## config.mk

```make
export PLATFORM = sky130hd
export DESIGN_NAME = irq_timer_bank
export DESIGN_NICKNAME = d
export VERILOG_FILES = /design/src/rtl/irq_timer_bank.sv
export SDC_FILE = /design/constraint.sdc
export NUM_CORES = 1
export LEC_CHECK = 0
export CORE_MARGIN = 2
export CORE_UTILIZATION = 62
export DETAILED_ROUTE_END_ITERATION = 7
export PLACE_DENSITY = 0.89
export SLEW_MARGIN = 5
export SYNTH_ARGS = -nofsm -noshare
export SYNTH_HDL_FRONTEND = slang
export SYNTH_SLANG_ARGS = --single-unit
```

## constraint.sdc

```tcl
create_clock -name clk_25mhz -period 5 [get_ports clk_25mhz]
set_input_delay 1 -clock clk_25mhz [delete_from_list [all_inputs] [get_ports clk_25mhz]]
set_output_delay 1 -clock clk_25mhz [all_outputs]
set_load 0.005 [all_outputs]
```

## src/rtl/irq_timer_bank.sv

```systemverilog
// Bank of NUM_CH programmable interval timers with held pending flags and a fixed-priority irq encoder.
// Optional overrun flags per channel when IRQ_TIMER_OVERRUN_EN is defined.
module irq_timer_bank #(
  parameter int NUM_CH = 4,
  parameter int CH_W   = 2,
  parameter int CNT_W  = 26
) (
  input  logic              clk_25mhz,
  input  logic              rst,
  input  logic              cfg_we,
  input  logic [CH_W-1:0]   cfg_ch,
  input  logic [CNT_W-1:0]  cfg_period,
  input  logic              cfg_oneshot,
  input  logic              cfg_en,
  input  logic              ack,
  input  logic [CH_W-1:0]   ack_ch,
  output logic              irq,
  output logic [CH_W-1:0]   irq_ch,
`ifdef IRQ_TIMER_OVERRUN_EN
  output logic [NUM_CH-1:0] overrun,
`endif
  output logic [NUM_CH-1:0] pending,
  output logic [NUM_CH-1:0] tick
);

  for (genvar k = 0; k < NUM_CH; k++) begin : g_ch
    logic [CNT_W-1:0] cnt_q;
    logic [CNT_W-1:0] period_q;
    logic             en_q;
    logic             oneshot_q;
    logic             pend_q;
    logic             tick_q;
    logic             cfg_hit;
    logic             ack_hit;
    logic             tc;

    // Out-of-range channel numbers never match any k, so they are ignored.
    assign cfg_hit = cfg_we && (cfg_ch == CH_W'(k));
    assign ack_hit = ack && (ack_ch == CH_W'(k));
    assign tc      = en_q && (period_q != '0) && (cnt_q == period_q - CNT_W'(1));

    always_ff @(posedge clk_25mhz) begin
      if (rst) begin
        cnt_q     <= '0;
        period_q  <= '0;
        en_q      <= 1'b0;
        oneshot_q <= 1'b0;
        pend_q    <= 1'b0;
        tick_q    <= 1'b0;
      end else if (cfg_hit) begin
        period_q  <= cfg_period;
        oneshot_q <= cfg_oneshot;
        en_q      <= cfg_en;
        cnt_q     <= '0;
        pend_q    <= 1'b0;
        tick_q    <= 1'b0;
      end else begin
        tick_q <= tc;
        if (tc) begin
          cnt_q  <= '0;
          pend_q <= 1'b1;
          if (oneshot_q) en_q <= 1'b0;
        end else begin
          if (en_q && (period_q != '0)) cnt_q <= cnt_q + CNT_W'(1);
          if (ack_hit) pend_q <= 1'b0;
        end
      end
    end

`ifdef IRQ_TIMER_OVERRUN_EN
    logic ovr_q;

    // An ack arriving with the terminal count masks the overrun.
    always_ff @(posedge clk_25mhz) begin
      if (rst || cfg_hit || ack_hit) ovr_q <= 1'b0;
      else if (tc && pend_q)         ovr_q <= 1'b1;
    end

    assign overrun[k] = ovr_q;
`endif

    assign pending[k] = pend_q;
    assign tick[k]    = tick_q;
  end

  // Descending scan so the lowest pending index ends up selected.
  always_comb begin
    irq_ch = '0;
    for (int i = NUM_CH - 1; i >= 0; i--) begin
      if (pending[i]) irq_ch = CH_W'(i);
    end
    irq = |pending;
  end

endmodule

```

Word-level counts from Yosys, hierarchy flattened. Index checks and enable logic that the tools add are counted.

Input port bits: 36. Output and inout bits: 11. Flip-flop bits (word level): 224.

Reduce and logical (&&, ||, !) cells: 47. Muxes and demuxes: 24. $add $sub $neg: 8. Equal/unequal tests: 10.

Operators with widths (count): $add A26 B1 Y26 const B (4); $eq A26 B26 Y1 (4); $reduce_bool A26 Y1 (4); $sub A26 B1 Y26 const B (4); $reduce_bool A2 Y1 (12); $mux W1 (20); $logic_and A1 B1 Y1 (16); $reduce_or A3 Y1 (4); $eq A2 B2 Y1 const B (4); $mux W2 (4); $reduce_and A2 Y1 (4); $reduce_or A2 Y1 (4); $eq A2 B1 Y1 const B (2); $logic_not A2 Y1 (2); $reduce_or A4 Y1 (1).

Depth between registers and ports, before layout. Gate-level depths: netlist of the first run.

Depth after elaboration: 5. Depth in mapped cells: 13. Gate-level depth less buffers: 10.

Worst setup path after synthesis of the first run. OpenSTA, ideal clock, no wires.

Path type: flip-flop to flip-flop. From: register g_ch[2].period_q[7]. To: register g_ch[2].cnt_q[0]. Required time: 4.859 ns. Cell stages (with the launch flop): 13. Setup time: 0.141 ns. Arrival: 2.739 ns. Slack: 2.121 ns. Period minus slack after synthesis: 2.879 ns. Buffers on the path: 4. Path through: dfxtp_1 buf_6 or4_4 or3_4 or2_1 buf_6 nor4_2 o21ai_1 nor4bb_1 and4_1 buf_6 buf_12 nor3_2.

Cells in the longest elaborated chain, start to end: 4.

RTL lines: from (decl) (line 28) `logic [CNT_W-1:0] period_q;`; from (signal assigned) (line 51) `period_q <= cfg_period;`; $sub A26 B1 Y26 / $reduce_bool A26 Y1 (equally long branches) (line 40, 64); $eq A26 B26 Y1 / $logic_and A1 B1 Y1 (equally long branches) (line 40, 64); $logic_and A1 B1 Y1 (line 40) `assign tc = en_q && (period_q != '0) && (cnt_q == period_q - CNT_W'(1));`; $reduce_or A3 Y1 (no line); to (signal assigned) (line 64) `if (en_q && (period_q != '0)) cnt_q <= cnt_q + CNT_W'(1);`; to (decl) (line 27) `logic [CNT_W-1:0] cnt_q;`.

Parallel ways exist; a longest one is shown, timed or not. A chain may end at the register's enable or synchronous reset.

Worst setup path in the final report of the first run.
From: register g_ch[3].period_q[2]. To: register g_ch[3].cnt_q[16].

Cells in the longest elaborated chain, start to end: 4.

RTL lines (line): from (decl) (28); from (signal assigned) (51); $sub A26 B1 Y26 / $reduce_bool A26 Y1 (equally long branches) (40, 64); $eq A26 B26 Y1 / $logic_and A1 B1 Y1 (equally long branches) (40, 64); $logic_and A1 B1 Y1 (40); $reduce_or A3 Y1 (no line); to (signal assigned) (64); to (decl) (27).

Parallel ways exist; a longest one is shown, timed or not.

==> results.json, run 1 <==
{
  "status": "finished, final reports clean",
  "finalSetupTns_ns": 0,
  "synth_area_um2": 12720,
  "start_util_pct": 63.07,
  "ios": 47,
  "placed_area_um2": 13110,
  "layout.nets": 1642,
  "synth_edf_count": 0,
  "dieHeight_um": 147.2,
  "vias": 11400,
  "grt_overflow": 0,
  "drt_wl_total_um": 33290,
  "routedWlPerCell_um": 17.70,
  "reg2reg_to": "g_ch[3].cnt_q[16]",
  "cts_inserted_buffers": 24,
  "peakVddDrop_v": 0.0002523,
  "antenna_found_initial": 0,
  "path_class": "flop to flop",
  "worstHoldEndpoint": "g_ch[3].oneshot_q",
  "die_x_um": 147.2,
  "final_util_pct": 69.15,
  "gp_congestion": 0.9607,
  "synth_top_area_share_pct": 35.25,
  "viasPerCell": 6.058,
  "grt_setup_unrepaired": "false",
  "yosysSeqAreaShare_pct": 35.25,
  "grtUsageTotal_pct": 30.14,
  "drtPass1Iterations": 5,
  "crit_arrival_ns": 4.05,
  "max_cap_viol_count": 0,
  "tightestPinTransition_ns": 1.040,
  "ys.flop_type": "dfxtp_1",
  "ant_nets": 0,
  "clkLatencyLatePin_ns": 0.52,
  "rr_worst_depth": 8,
  "ys_types": 81,
  "cts-root-buf": "clkbuf_16",
  "crit_buf_inv": 0,
  "port_buffers": 46,
  "core.rowCount": 52,
  "grt_pass1_vias": 10820,
  "finalHoldViolations": 0,
  "final_area_um2": 13950,
  "fillCellCount": 1632,
  "path_delay_family": "simple AND/OR/NAND/NOR gates",
  "dp_hpwl_um": 23910,
  "grt_pass1_wl_um": 53740,
  "min_path_cells": 2,
  "final_cells": 1881,
  "avgSynthCellArea_um2": 7.926,
  "cts_resized": 0,
  "finalCritPeriodShare_pct": 73.51,
  "yosys.area.top_type": "dfxtp_1",
  "p_per_area_nw_per_um2": 312.1,
  "worstPathRequired_ns": 5.37,
  "synth_fp_nets": 1653,
  "ys_async_sr_fraction_pct": 0,
  "max_freq_mhz": 272.1,
  "slew_viol_final": 0,
  "final_common_cell": "nand2_1",
  "fin_hold_ws_ns": 0.4610,
  "post_cts_buffers": 0,
  "grt_max_degree": 69,
  "hold_class": "flop to flop",
  "drt_iter0_markers": 1023,
  "antenna_cells": 0,
  "slew_headroom_pct": 30.02,
  "fin_skew_ns": 0.008232,
  "hp-start": "g_ch[3].oneshot_q",
  "cts-htree-levels": 1,
  "cp_slowest_stage_delay_ns": 0.88,
  "cp_max_fo": 26,
  "min_period_ns": 3.675,
  "crit_path_frequent_cell": "nand4_1",
  "dp.cells": 1838,
  "final_cell_mix": "nand2_1, dfxtp_1, nor2_1, a21oi_1, xnor2_1",
  "drive_gt1_share_pct": 6.331,
  "die-area_um2": 21680,
  "cts_tree": "done",
  "clock_path_buffers": 3,
  "r2r_start": "g_ch[3].period_q[2]",
  "endpoint_kind": "flop",
  "yosys_warnings": 0,
  "total_leakage_power_uw": 0.004972,
  "r2r_slack_ns": 1.32,
  "slowest_stage": "nor4_1",
  "hold_buffers": 0,
  "synth-seq-cells": 224,
  "drc": 0,
  "synthToLayoutAreaGrowth_pct": 9.639,
  "setup_viol": 0,
  "synthCells": 1605,
  "critPathLaunchType": "flop",
  "clkTransAtPathRegs_ns": 0.06,
  "synth_area_leaders": "dfxtp_1, xnor2_1, nand2_1, xor2_1, a21oi_1",
  "worstPathCellList": "nor4_1 -> nand4_1 -> nor3_1 -> mux2_2 -> a211oi_1 -> nand4_1 -> nand2_1 -> nor2_1",
  "coreArea_um2": 20170,
  "cts_num_sinks": 224
}
-- worst min-delay path, stage by stage, from the launching register on --
cell	delay, ns
dfxtp_1	0.31
nand2_1	0.05
a21oi_1	0.05
-- flip-flops by register name, indices dropped and copies added, names as in the netlist --
signal,count
g_ch.oneshot_q,4
g_ch.pend_q,4
g_ch.cnt_q,104
g_ch.tick_q,4
g_ch.en_q,4
g_ch.period_q,104
-- power by group --
part	internal [uW]	switching (uW)	leakage (uW)
logic	251	353	0.00275
clock network	1140	738	0.000409
registers	1820	50.3	0.00181
total	3210	1140	0.00497
-- logic make-up after synthesis --
family / count (synthesis) / share of synthesized area (%)
AND/OR/NAND/NOR: 781 / 31.01
AO/OA/AOI/OAI: 221 / 10.68
adder cells (fa/ha/maj): 12 / 1.180
flip-flops: 224 / 35.25
XOR/XNOR: 240 / 16.52
buffers and inverters: 116 / 4.465
multiplexers: 11 / 0.8852
-- stage by stage --
stage / total power [uW] / setup WS (ns)
2_1_floorplan: 2345 / 2.121
3_3_place_gp: 2481 / 1.550
3_5_place_dp: 2492 / 1.366
4_1_cts: 4361 / 1.295
5_1_grt: 4505 / 0.8845
6_report: 4353 / 1.325
-- routing by layer --
metal	track usage [%]	share of wire (%)	up-vias
li1	-	-	5500
met1	38.10	42	5403
met2	50.61	47	376
met3	4.596	6.4	116
met4	14.42	4.9	0
met5	0	0	-
-- worst max path at each step --
stage | startpoint | to | slack [ns] | cells past startpoint
floorplan | g_ch[2].period_q[7] | g_ch[2].cnt_q[0] | 2.12 | 12
global placement | g_ch[3].period_q[0] | g_ch[3].cnt_q[5] | 1.55 | 10
detailed placement | g_ch[3].period_q[2] | g_ch[3].cnt_q[4] | 1.37 | 8
CTS | g_ch[3].period_q[2] | g_ch[3].cnt_q[4] | 1.29 | 8
global route | g_ch[3].period_q[2] | g_ch[3].cnt_q[10] | 0.88 | 8
finish | g_ch[3].period_q[2] | g_ch[3].cnt_q[16] | 1.32 | 8
-- final cells by class --
| type | instances | area, um^2 | share of cell area [%] |
|---|---|---|---|
| multi-input combinational | 1265 | 7679 | 55.06 |
| sequential | 224 | 4484 | 32.15 |
| clock buffer | 35 | 713.2 | 5.113 |
| timing repair buffer | 54 | 518.0 | 3.714 |
| tap | 270 | 337.8 | 2.422 |
| clock inverter | 8 | 121.4 | 0.8702 |
| inverter | 25 | 93.84 | 0.6728 |
-- synthesized netlist by cell type (all sizes together) (14+ instances only) --
| cell | instances |
|---|---|
| buf | 32 |
| xnor2 | 129 |
| a21oi | 129 |
| inv | 25 |
| nand2 | 283 |
| or3 | 18 |
| xor2 | 111 |
| nand4 | 33 |
| nor4 | 36 |
| nor3 | 72 |
| nand3 | 60 |
| and3 | 26 |
| or4 | 14 |
| nand2b | 16 |
| nor2 | 147 |
| dfxtp | 224 |
| clkbuf | 59 |
| o21ai | 19 |
| and4 | 16 |
Power figures use the tool's default switching activity.
==> inputs of run 2 (changes only) <==
==> constraint.sdc (replaced) <==
create_clock -name clk_25mhz -period 3.4 [get_ports clk_25mhz]
set_input_delay 0.68 -clock clk_25mhz [delete_from_list [all_inputs] [get_ports clk_25mhz]]
set_output_delay 0.68 -clock clk_25mhz [all_outputs]
set_load 0.005 [all_outputs]
==> results.json, run 2 (same netlist as run 1, synthesis figures left out) <==
{
  "final_cells": 1892,
  "cts-root-buf": "clkbuf_16",
  "ios": 47,
  "fin_skew_ns": 0.01483,
  "dp.cells": 1849,
  "endpoint_kind": "flop",
  "antenna_cells": 0,
  "clkTransAtPathRegs_ns": 0.06,
  "setup_slack_ns": 0.3402,
  "synthToLayoutAreaGrowth_pct": 10.28,
  "hp-start": "g_ch[1].oneshot_q",
  "gp_congestion": 0.9597,
  "core.rowCount": 52,
  "max_freq_mhz": 326.8,
  "tightestPinTransition_ns": 0.7327,
  "status": "finished, final reports clean",
  "coreArea_um2": 20170,
  "r2r_start": "g_ch[3].period_q[0]",
  "clkLatencyLatePin_ns": 0.52,
  "grt_setup_unrepaired": "false",
  "cts_inserted_buffers": 25,
  "drt_iter0_markers": 1029,
  "ant_nets": 0,
  "peakVddDrop_v": 0.0004860,
  "p_per_area_nw_per_um2": 444.2,
  "max_cap_viol_count": 0,
  "slew_viol_final": 0,
  "finalSetupTns_ns": 0,
  "grt_pass1_wl_um": 54580,
  "cts_num_sinks": 224,
  "final_common_cell": "nand2_1",
  "crit_arrival_ns": 3.46,
  "grtUsageTotal_pct": 30.52,
  "grt_overflow": 0,
  "final_cell_mix": "nand2_1, dfxtp_1, nor2_1, a21oi_1, xnor2_1",
  "path_class": "flop to flop",
  "place_worst_setup_slack_ns": 0.2129,
  "slew_headroom_pct": 50.78,
  "multi_input_area_um2": 7691,
  "drtPass1Iterations": 7,
  "grt_pass1_vias": 11080,
  "placed_area_um2": 13230,
  "clock_path_buffers": 3,
  "dieHeight_um": 147.2,
  "drc": 0,
  "viasPerCell": 6.095,
  "crit_start": "g_ch[3].period_q[0]",
  "finalCritPeriodShare_pct": 90.00,
  "finalHoldViolations": 0,
  "hold_buffers": 0,
  "cts_tree": "done",
  "min_period_ns": 3.060,
  "start_util_pct": 63.07,
  "antenna_found_initial": 0,
  "die_x_um": 147.2,
  "cts-htree-levels": 1,
  "drt_wl_total_um": 33320,
  "layout.nets": 1655,
  "total_leakage_power_uw": 0.005018,
  "fillCellCount": 1590,
  "seqCellArea_um2": 4484,
  "port_buffers": 46,
  "worstPathRequired_ns": 3.80,
  "p_total_uw": 6231,
  "vias": 11530,
  "dp_hpwl_um": 23790,
  "grt_max_degree": 64,
  "setup_viol": 0,
  "hold_class": "flop to flop",
  "cp_max_fo": 26,
  "final_area_um2": 14030,
  "reg.largest.list": "g_ch.cnt_q: 104 flops, g_ch.period_q: 104 flops",
  "routedWlPerCell_um": 17.61,
  "die-area_um2": 21680,
  "drive_gt1_share_pct": 7.152,
  "critPathLaunchType": "flop"
}
run 2: changes by cell type in the layout (fill, tap and decap cells not counted), sizes merged:
cell / before / now
clkinvlp: 1 / 2
clkbuf: 35 / 32
clkinv: 3 / 6
bufinv: 3 / 1
buf: 9 / 21
run 2: final timing paths:
check / to / slack, ns / cells past startpoint
worst max-delay path: g_ch[3].cnt_q[0] / 0.34 / 11
worst min register to register: g_ch[1].oneshot_q / 0.47 / 2
worst max register to register: g_ch[3].cnt_q[0] / 0.34 / 11
worst min-delay path: g_ch[1].oneshot_q / 0.47 / 2
run 2: critical path: stages (launching register included):
cell and delay (ns):
dfxtp_1 0.35, inv_1 0.10, ha_1 0.19, or3b_2 0.47, or3_1 0.36, a2111oi_1 0.39
nand4_1 0.15, nor4_1 0.18, nand4_1 0.23, nand2_1 0.13, buf_4 0.28, nor2_1 0.10
run 2: layout make-up:
cell class	count	area share, %
Inverter	25	0.6689
Clock buffer	32	4.932
Tap cell	270	2.408
Timing Repair Buffer	66	4.602
Multi-Input combinational cell	1265	54.83
Sequential cell	224	31.97
Clock inverter	10	0.5976
run 2: per-stage QoR:
step                util [%]  hold WS, ns
finish                 69.55       0.4665
global route           69.55       0.4850
global placement       65.61       0.4472
floorplan                  -       0.4363
detailed placement     65.61       0.4567
CTS                    69.45       0.4640
run 2: timing repair:
action | CTS | global route
gates resized for setup | 0 | 3
setup buffers | 0 | 1
endpoints found under the setup margin | 0 | 70
run 2: metal layers:
metal  share of wire (%)  GRT usage, %  wire length (um)  vias to the layer above
li1                    -             -                 -                     5535
met1                  41         39.01             13540                     5409
met2                  47         51.33             15770                      471
met3                 7.8         5.186              2583                      116
met4                 4.3         12.45              1425                        0
met5                   0             0                 0                        -
run 2: power breakdown:
| part | internal, uW | switching, uW |
|---|---|---|
| combinational | 386 | 525 |
| sequential | 2670 | 73.7 |
| clock | 1500 | 1070 |
| total | 4560 | 1670 |
==> inputs of run 3 (changes only) <==
--- a/config.mk
+++ b/config.mk
@@ -5,9 +5,12 @@
 export SDC_FILE = /design/constraint.sdc
 export NUM_CORES = 1
 export LEC_CHECK = 0
+export ABC_CLOCK_PERIOD_IN_PS = 3400
+export CAP_MARGIN = 20
 export CORE_MARGIN = 2
 export CORE_UTILIZATION = 62
 export DETAILED_ROUTE_END_ITERATION = 7
+export HOLD_SLACK_MARGIN = 0.03
 export PLACE_DENSITY = 0.89
 export SLEW_MARGIN = 5
 export SYNTH_ARGS = -nofsm -noshare
==> results of run 3 <==
Same layout as run 2: the final DEF is identical, and so are final timing and power.
